--- src/rtl/montexp_pkg.sv ---
// Shared types and the rotating-priority search used by the montexp job scheduler.
package montexp_pkg;

  localparam int unsigned MAX_REQ = 16;
  localparam int unsigned MAX_IDW = 4;

  typedef enum logic [1:0] {
    IDLE  = 2'd0,
    ISSUE = 2'd1,
    WAIT  = 2'd2,
    RESP  = 2'd3
  } arb_state_t;

  typedef struct packed {
    logic               found;
    logic [MAX_IDW-1:0] idx;
  } rr_pick_t;

  // First set bit of vld scanning last+1 .. nreq-1, then 0 .. last.
  function automatic rr_pick_t next_rr_winner(input logic [MAX_REQ-1:0] vld,
                                              input logic [MAX_IDW-1:0] last,
                                              input int unsigned        nreq);
    rr_pick_t    pick;
    int unsigned cand;
    pick = '0;
    for (int unsigned k = 1; k <= MAX_REQ; k++) begin
      cand = 32'(last) + k;
      if (cand >= nreq) cand = cand - nreq;
      if ((k <= nreq) && !pick.found && vld[cand[MAX_IDW-1:0]]) begin
        pick.found = 1'b1;
        pick.idx   = cand[MAX_IDW-1:0];
      end
    end
    return pick;
  endfunction

endpackage

--- src/rtl/montexp.sv ---
// Left-to-right Montgomery exponentiation engine: one square plus conditional
// multiply per exponent bit, fixed latency of EWIDTH cycles after start.
module montexp #(
  parameter int unsigned WIDTH   = 8,
  parameter int unsigned R_WIDTH = 8,
  parameter int unsigned EWIDTH  = 8
) (
  input  logic               clk,
  input  logic               rst,
  input  logic               start_i,
  input  logic [WIDTH-1:0]   base_i,
  input  logic [EWIDTH-1:0]  exp_i,
  input  logic [WIDTH-1:0]   n_i,
  input  logic [R_WIDTH-1:0] n_prime_i,
  input  logic [WIDTH-1:0]   mont_one_i,
  output logic               done_o,
  output logic [WIDTH-1:0]   result_o
);

  localparam int unsigned CW = (EWIDTH > 1) ? $clog2(EWIDTH) : 1;
  localparam int unsigned SW = 2 * WIDTH + R_WIDTH + 1;
  localparam int unsigned W1 = WIDTH + 1;

  // REDC: a*b*R^-1 mod n, assuming a,b < n < R.
  function automatic logic [WIDTH-1:0] mont_mul(input logic [WIDTH-1:0]   a,
                                                input logic [WIDTH-1:0]   b,
                                                input logic [WIDTH-1:0]   nv,
                                                input logic [R_WIDTH-1:0] np);
    logic [SW-1:0]      t;
    logic [R_WIDTH-1:0] m;
    logic [SW-1:0]      s;
    logic [W1-1:0]      r;
    t = SW'(a) * SW'(b);
    m = R_WIDTH'(t[R_WIDTH-1:0] * np);
    s = t + SW'(m) * SW'(nv);
    r = W1'(s >> R_WIDTH);
    if (r >= {1'b0, nv}) r = r - {1'b0, nv};
    return r[WIDTH-1:0];
  endfunction

  logic              run_q, run_d;
  logic              done_q, done_d;
  logic [CW-1:0]     cnt_q, cnt_d;
  logic [WIDTH-1:0]  acc_q, acc_d;
  logic [WIDTH-1:0]  sq_c, mul_c;

  always_comb begin
    run_d  = run_q;
    done_d = 1'b0;
    cnt_d  = cnt_q;
    acc_d  = acc_q;
    sq_c   = mont_mul(acc_q, acc_q, n_i, n_prime_i);
    mul_c  = mont_mul(sq_c, base_i, n_i, n_prime_i);
    if (start_i) begin
      run_d = 1'b1;
      cnt_d = CW'(EWIDTH - 1);
      acc_d = mont_one_i;
    end else if (run_q) begin
      acc_d = exp_i[cnt_q] ? mul_c : sq_c;
      if (cnt_q == '0) begin
        run_d  = 1'b0;
        done_d = 1'b1;
      end else begin
        cnt_d = cnt_q - CW'(1);
      end
    end
  end

  always_ff @(posedge clk) begin
    if (rst) begin
      run_q  <= 1'b0;
      done_q <= 1'b0;
      cnt_q  <= '0;
      acc_q  <= '0;
    end else begin
      run_q  <= run_d;
      done_q <= done_d;
      cnt_q  <= cnt_d;
      acc_q  <= acc_d;
    end
  end

  assign done_o   = done_q;
  assign result_o = acc_q;

endmodule

--- src/rtl/montexp_arbiter.sv ---
// Round-robin scheduler sharing one montexp engine among NREQ requesters,
// one job in flight, result returned on a per-requester response handshake.
module montexp_arbiter
  import montexp_pkg::*;
#(
  parameter int unsigned NREQ    = 4,
  parameter int unsigned WIDTH   = 8,
  parameter int unsigned R_WIDTH = 8,
  parameter int unsigned EWIDTH  = 8,
  parameter int unsigned IDW     = $clog2(NREQ)
) (
  input  logic                    clk,
  input  logic                    rst,
  input  logic [WIDTH-1:0]        n,
  input  logic [R_WIDTH-1:0]      n_prime,
  input  logic [WIDTH-1:0]        mont_one,
  input  logic [NREQ-1:0]         req_valid,
  output logic [NREQ-1:0]         req_ready,
  input  logic [NREQ*WIDTH-1:0]   req_base,
  input  logic [NREQ*EWIDTH-1:0]  req_exp,
  output logic [NREQ-1:0]         resp_valid,
  input  logic [NREQ-1:0]         resp_ready,
  output logic [WIDTH-1:0]        resp_result,
  output logic [IDW-1:0]          grant_id,
  output logic                    busy,
  output logic [15:0]             jobs_done
);

  arb_state_t         state_q, state_d;
  logic [IDW-1:0]     grant_q, grant_d;
  logic [IDW-1:0]     last_q, last_d;
  logic [WIDTH-1:0]   base_q, base_d;
  logic [EWIDTH-1:0]  exp_q, exp_d;
  logic               start_q, start_d;
  logic               busy_q, busy_d;
  logic [NREQ-1:0]    resp_valid_q, resp_valid_d;
  logic [WIDTH-1:0]   result_q, result_d;
  logic [15:0]        jobs_q, jobs_d;

  rr_pick_t           pick_c;
  logic               eng_done;
  logic [WIDTH-1:0]   eng_result;

  assign pick_c = next_rr_winner(MAX_REQ'(req_valid), MAX_IDW'(last_q), NREQ);

  always_comb begin
    state_d      = state_q;
    grant_d      = grant_q;
    last_d       = last_q;
    base_d       = base_q;
    exp_d        = exp_q;
    start_d      = 1'b0;
    resp_valid_d = resp_valid_q;
    result_d     = result_q;
    jobs_d       = jobs_q;
    req_ready    = '0;
    case (state_q)
      IDLE: begin
        // Accept strobe is combinational so the handshake closes this cycle.
        if (pick_c.found) begin
          req_ready = NREQ'(1) << pick_c.idx;
          grant_d   = IDW'(pick_c.idx);
          base_d    = req_base[int'(pick_c.idx) * WIDTH +: WIDTH];
          exp_d     = req_exp[int'(pick_c.idx) * EWIDTH +: EWIDTH];
          state_d   = ISSUE;
        end
      end
      ISSUE: begin
        start_d = 1'b1;
        state_d = WAIT;
      end
      WAIT: begin
        if (eng_done) begin
          result_d     = eng_result;
          resp_valid_d = NREQ'(1) << grant_q;
          state_d      = RESP;
        end
      end
      RESP: begin
        if (resp_ready[grant_q]) begin
          resp_valid_d = '0;
          last_d       = grant_q;
          jobs_d       = jobs_q + 16'd1;
          state_d      = IDLE;
        end
      end
      default: state_d = IDLE;
    endcase
    busy_d = (state_d != IDLE);
  end

  always_ff @(posedge clk) begin
    if (rst) begin
      state_q      <= IDLE;
      grant_q      <= '0;
      last_q       <= IDW'(NREQ - 1);
      base_q       <= '0;
      exp_q        <= '0;
      start_q      <= 1'b0;
      busy_q       <= 1'b0;
      resp_valid_q <= '0;
      result_q     <= '0;
      jobs_q       <= '0;
    end else begin
      state_q      <= state_d;
      grant_q      <= grant_d;
      last_q       <= last_d;
      base_q       <= base_d;
      exp_q        <= exp_d;
      start_q      <= start_d;
      busy_q       <= busy_d;
      resp_valid_q <= resp_valid_d;
      result_q     <= result_d;
      jobs_q       <= jobs_d;
    end
  end

  montexp #(
    .WIDTH   (WIDTH),
    .R_WIDTH (R_WIDTH),
    .EWIDTH  (EWIDTH)
  ) u_montexp (
    .clk        (clk),
    .rst        (rst),
    .start_i    (start_q),
    .base_i     (base_q),
    .exp_i      (exp_q),
    .n_i        (n),
    .n_prime_i  (n_prime),
    .mont_one_i (mont_one),
    .done_o     (eng_done),
    .result_o   (eng_result)
  );

  assign resp_valid  = resp_valid_q;
  assign resp_result = result_q;
  assign grant_id    = grant_q;
  assign busy        = busy_q;
  assign jobs_done   = jobs_q;

endmodule

--- config.mk ---
export PLATFORM = sky130hd
export DESIGN_NAME = montexp_arbiter
export DESIGN_NICKNAME = d
export VERILOG_FILES = /design/src/rtl/montexp_pkg.sv /design/src/rtl/montexp.sv /design/src/rtl/montexp_arbiter.sv
export SDC_FILE = /design/constraint.sdc
export NUM_CORES = 1
export LEC_CHECK = 0
export ABC_AREA = 1
export ABC_CLOCK_PERIOD_IN_PS = 51100
export CELL_PAD_IN_SITES_DETAIL_PLACEMENT = 0
export CELL_PAD_IN_SITES_GLOBAL_PLACEMENT = 1
export CORE_UTILIZATION = 40
export CTS_CLUSTER_SIZE = 28
export DETAILED_ROUTE_END_ITERATION = 6
export GPL_TIMING_DRIVEN = 0
export HOLD_SLACK_MARGIN = 0.08
export PLACE_DENSITY = 0.88
export SLEW_MARGIN = 0
export SYNTH_ARGS = -nofsm -noshare
export SYNTH_HDL_FRONTEND = slang
export SYNTH_HIERARCHICAL = 1
export SYNTH_SLANG_ARGS = --single-unit
export TNS_END_PERCENT = 50
--- constraint.sdc ---
create_clock -name clk -period 51.1 [get_ports clk]
set_input_delay 12.775 -clock clk [delete_from_list [all_inputs] [get_ports clk]]
set_output_delay 12.775 -clock clk [all_outputs]
set_load 0.02 [all_outputs]
# [Yosys cells after proc, flatten, opt, wreduce, memory -nomap -nowiden]
# Index checks and enable logic that the tools add are counted.
# Widths: inputs -> output; s select.
[word_totals] ff_bits=65 input_bits=98 out_inout_bits=35 word_cells=116
[op_classes] addsub=14 multipliers=6 order_cmp=12 eq_ne=6 shift=4 muxes=42 bitwise_logic=1 n_reduce_logical=17
[op_table] op="$mul 8x8->16" count=4
[op_table] op="$shiftx 32x8->8" count=2
[op_table] op="$mux 8" count=5
[op_table] op="$add 16x16->17" count=2
[op_table] op="$mux 4" count=8
[op_table] op="$lt 4x5->1 const B" count=4
[op_table] op="$mux 5" count=4
[op_table] op="$ge 9x8->1" count=2
[op_table] op="$add 16x1->16 const B" count=1
[op_table] op="$bmux 1 s4" count=4
[op_table] op="$mul 8x8->8" count=2
[op_table] op="$sub 8x8->8" count=2
[op_table] op="$sub 3x3->4 const B" count=3
[op_table] op="$mux 1" count=11
[op_table] op="$ge 3x3->1 const B" count=3
[op_table] op="$mux 3" count=3
[op_table] op="$pmux 2 s4" count=1
[op_table] op="$pmux 4 s2" count=1
[op_table] op="$reduce_and 2->1" count=4
[op_table] op="$add 2x2->3 const B" count=2
[op_table] op="$mux 2" count=3
[op_table] op="$reduce_bool 2->1" count=3
[op_table] op="$add 2x3->4 const B" count=1
[op_table] op="$eq 2x2->1 const B" count=2
[op_table] op="other kinds (20)" count=25

# [Logic depth before layout (Yosys ltp)]
[logic_depth] ltp_word=18 mapped_depth=113 ltp_nobuf=110

# [Cells and area by module]
# The synthesis kept the hierarchy.
[by_module_without_submodules] module="montexp" instances=1 cells_per_inst=1587 area_per_inst_um2=11486.0 seq_area_each_um2=260.2
[by_module_without_submodules] module="montexp_arbiter" instances=1 cells_per_inst=484 area_per_inst_um2=3188.1 seq_area_each_um2=1041.0

# [Least setup slack after synthesis]
# Ideal clock, no wire load.
[synth_timing] path_type="input to register" start="input n_prime[2]" end="register u_montexp.acc_q[5], in the netlist u_montexp/result_o[5]" setup_ns=0.067 arrival_time_ns=31.070 required_ns=51.033 setup_slack_ns=19.963 cell_stages=96 n_path_buf=2 cell_sequence="clkbuf_1 inv_1 nor2_1 fa_1 ha_1 inv_1 fa_1 fa_1 inv_1 ha_1 a21oi_1 nand2_1 xor2_1 xor2_1 xnor2_1 xnor2_1 or2_2 fa_1 [... 60 more ...] nand2_1 inv_1 ha_1 inv_1 o21bai_1 nand2_1 nand2_1 a21oi_1 inv_1 nand2_1 nand2_1 inv_1 nand3_4 inv_2 nand2_1 nand3_1 nand2_1 a21oi_2"
[synth_via] elab_chain_cells=14 word_cells_on_any_way=16 cone_classes="add/sub (4); mul (5); order compare (2); mux (5)"
[synth_lines] element="from (decl)" line_no="montexp_arbiter.sv:15" text="input logic [R_WIDTH-1:0] n_prime,"
[synth_lines] element="$mul 8x8->8" line_no="montexp.sv:34" text="m = R_WIDTH'(t[R_WIDTH-1:0] * np);"
[synth_lines] element="$mul 8x8->16" line_no="montexp.sv:35" text="s = t + SW'(m) * SW'(nv);"
[synth_lines] element="$add 16x16->17" line_no="montexp.sv:35"
[synth_lines] element="$sub 8x8->8 or $ge 9x8->1 (tied branches)" line_no="montexp.sv:37" text="if (r >= {1'b0, nv}) r = r - {1'b0, nv};"
[synth_lines] element="$mux 8" line_no="montexp.sv:37"
[synth_lines] element="$mul 8x8->16" line_no="montexp.sv:33" text="t = SW'(a) * SW'(b);"
[synth_lines] element="$mul 8x8->8" line_no="montexp.sv:34"
[synth_lines] element="$mul 8x8->16" line_no="montexp.sv:35"
[synth_lines] element="$add 16x16->17" line_no="montexp.sv:35"
[synth_lines] element="$sub 8x8->8 or $ge 9x8->1 (tied branches)" line_no="montexp.sv:37"
[synth_lines] element="$mux 8" line_no="montexp.sv:37"
[synth_lines] element="$mux 8 *" line_no="montexp.sv:59" text="acc_d = exp_i[cnt_q] ? mul_c : sq_c;"
[synth_lines] element="$mux 8 *" line_no="montexp.sv:58" text="end else if (run_q) begin"
[synth_lines] element="$mux 8 *" line_no="montexp.sv:54" text="if (start_i) begin"
[synth_lines] element="to (signal assigned)" line_no="montexp.sv:74" text="acc_q <= '0;"
[synth_lines] element="to (signal assigned)" line_no="montexp.sv:79" text="acc_q <= acc_d;"
[synth_lines] element="to (decl)" line_no="montexp.sv:44" text="logic [WIDTH-1:0] acc_q, acc_d;"
# Every way passes the cells marked *; elsewhere a longest branch is shown, timed or not. The select of a mux whose other input is x is not followed.
# A chain may end at the register's enable or synchronous reset.

# [Worst setup path in the final report]
[layout_timing] start="input n_prime[4]" end="register u_montexp.acc_q[0], in the netlist u_montexp/result_o[0]"
# The elaborated chain is that of the path after synthesis.

==> qor.yml <==
outcome:
  status: "finished clean"
finish:
  finalNetCount: 2670
  final_area_mm2: 0.0168
  layout-drive-gt1-share_pct: 5.10
  areaGrowthSynthToFinish_pct: 14.8
  layout_commonest_cell: "nand2_1"
  utilization_pct: 47.0
  final_cell_mix: "472 x nand2_1, 467 x inv_1, 219 x nor2_1, 183 x ha_1, 179 x fa_1"
floorplanning:
  core-area_mm2: 0.0358
  die_w_um: 194
  start_util_pct: 41.0
  die_h_um: 194
  io_pins: 133
  die-area_mm2: 0.0375
  rows: 69
synth:
  yosysWarningCount: 6
  synth_flop_cell: "dfxtp_1"
  synth_area_leaders: "fa_1 24%, ha_1 16%, nand2_1 12%"
  synthesis.nets: 2531
  yosysUniqueCellTypes: 58
  async_flop_share_pct: 0
  synth_edf_count: 0
  ys_seq_area_share_pct: 8.87
  syn_inst: 2071
  netlist.area_leader.share_pct: 24.4
  avgSynthCellArea_um2: 7.09
  ys_ff_latch: 65
  syn_area_mm2: 0.0147
  synth_area_leader_cell: "fa_1"
sta:
  hold_violations: 0
  clock_skew_ns: 0.0103
  period_share_pct: 66.6
  fin_crit_ns: 34.06
  fin_setup_tns_ns: 0
  setup_violations: 0
  max_slew_margin_pct: 42.6
  grt_setup_unrepaired: "false"
  max_freq_mhz: 29.4
  maxSlewViolCount: 0
  worstMarginPinSlew_ns: 0.854
job:
  maxCapViolCount: 0
routing:
  viasPerCell: 4.82
  vias: 12900
  detail_route.wl_per_cell_um: 14.1
  drt-total-wl_mm: 37.7
  drc: 0
  dr.pass1.iters: 7
  dr.first_iter.drc_count: 702
  ant_nets: 0
clock_tree:
  cts_tree: "yes"
  hold_buffers: 0
  cts-resized-gates: 0
  post_cts_buffers: 0
  clk_pin_slew_ns: 0.06
  clock_latency_ns: 0.33
  root_buffer: "clkbuf_16"
  cts_sinks: 65
  htreeDepth: 3
  ctsLongestPathBuffers: 2
  cts_buffers: 9
critical_path:
  crit_path_end_kind: "flip-flop"
  cp.arrival_ns: 34.31
  slowest_delay_ns: 0.68
  worstReg2RegStart: "u_montexp/result_o[1]"
  path_class: "input port to flip-flop"
  crit_top_cell: "inv_1"
  startpoint: "n_prime[4]"
  crit_path_max_fanout: 10
  slowest_stage: "xnor2_1"
  worstSetupStartpointType: "input port"
  cp_data_required_time_ns: 51.36
hold_path:
  hold_start: "resp_valid[1]"
  hold_path.class: "flip-flop to flip-flop"
global_route:
  grt_pass1_vias: 13000
  track_usage_pct: 20.5
  grt_first_pass_wirelength_mm: 63.0
  grt_overflow: 0
  antenna_found_initial: 2
  grt_max_degree: 14
placed_design:
  gp_congestion: 0.892
  place_hpwl_mm: 32.0
  placed_area_mm2: 0.0165
  numPortBuffers: 128
## final cells by class
type                       count  area [um^2]
fill                        3593        19000
multi-input combinational   1478        11300
inverter                     478         1800
sequential                    65         1300
timing repair buffer         128         1280
tap                          461          577
buffer                        50          260
clock buffer                   9          225
clock inverter                 7         78.8
antenna                        1         2.50
## state kept, by name (all words and copies together), names as in the netlist
register            count
state_q                 2
u_montexp/run_q         1
last_q                  2
resp_result             8
u_montexp/done_o        1
u_montexp/cnt_q         3
busy                    1
jobs_done              16
u_montexp/result_o      8
grant_id                2
start_q                 1
base_q                  8
resp_valid              4
exp_q                   8
## layer usage
metal | track usage [%] | wire (um)
met5 | 0 | 30
met4 | 4.53 | 622
met3 | 2.07 | 1750
met2 | 36.4 | 18400
met1 | 26.7 | 16900
## Yosys cell counts (3+ instances only)
| cell | instances |
|---|---|
| clkbuf_1 | 33 |
| nand2_4 | 5 |
| inv_1 | 467 |
| nand3_2 | 12 |
| buf_1 | 4 |
| a21oi_1 | 80 |
| nand2_1 | 472 |
| nor2_2 | 13 |
| nor2_4 | 5 |
| a22oi_1 | 5 |
| nor3_1 | 15 |
| buf_4 | 5 |
| nor2_1 | 219 |
| o21ai_1 | 5 |
| nor4_1 | 5 |
| a31oi_1 | 5 |
| fa_1 | 179 |
| or2_2 | 13 |
| dfxtp_1 | 65 |
| nor3b_1 | 3 |
| nand3_1 | 66 |
| xnor2_1 | 21 |
| nand4_1 | 14 |
| o21ai_0 | 43 |
| o211ai_1 | 3 |
| and2_1 | 3 |
| inv_2 | 7 |
| o21bai_1 | 10 |
| nand2_2 | 13 |
| xor2_1 | 55 |
| ha_1 | 183 |
| buf_6 | 7 |
| nand3_4 | 4 |
## worst paths after layout
check / to / slack (ns) / cells after the start
worst max register to register: u_montexp/result_o[0] / 26.64 / 101
worst max-delay path: u_montexp/result_o[0] / 17.04 / 91
worst min-delay path: resp_valid[1] / 0.46 / 2
worst min register to register: resp_valid[1] / 0.46 / 2
## stage by stage
step	hold slack (ns)	worst slack [ns]	cells
floorplan	0.439	19.96	2071
global placement	0.449	16.95	2660
detailed placement	0.455	16.82	2660
CTS	0.464	17.12	2676
global route	0.488	15.66	2676
finish	0.464	17.04	2677
## critical path, delay by kind of cell
| kind | cells | cell delay (ns) |
|---|---|---|
| adders and majority gates | 27 | 11.58 |
| buffers and inverters | 21 | 2.30 |
| and+or+nand+nor | 22 | 2.55 |
| AOI/OAI and AO/OA | 14 | 3.08 |
| xor gates and xnor gates | 7 | 2.02 |
## cells by family after synthesis
logic type,Yosys count,share of synthesized area [%]
flops,65,8.87
mux,1,0.0767
fa+ha+maj,362,40.0
xor+xnor,76,4.54
compound gates,168,6.55
buf+inv,528,14.1
other cells,2,0.0512
simple gates,869,25.8
Power is not shown: default switching activity piles up to over one toggle a cycle in this logic, so the estimate is an artifact.
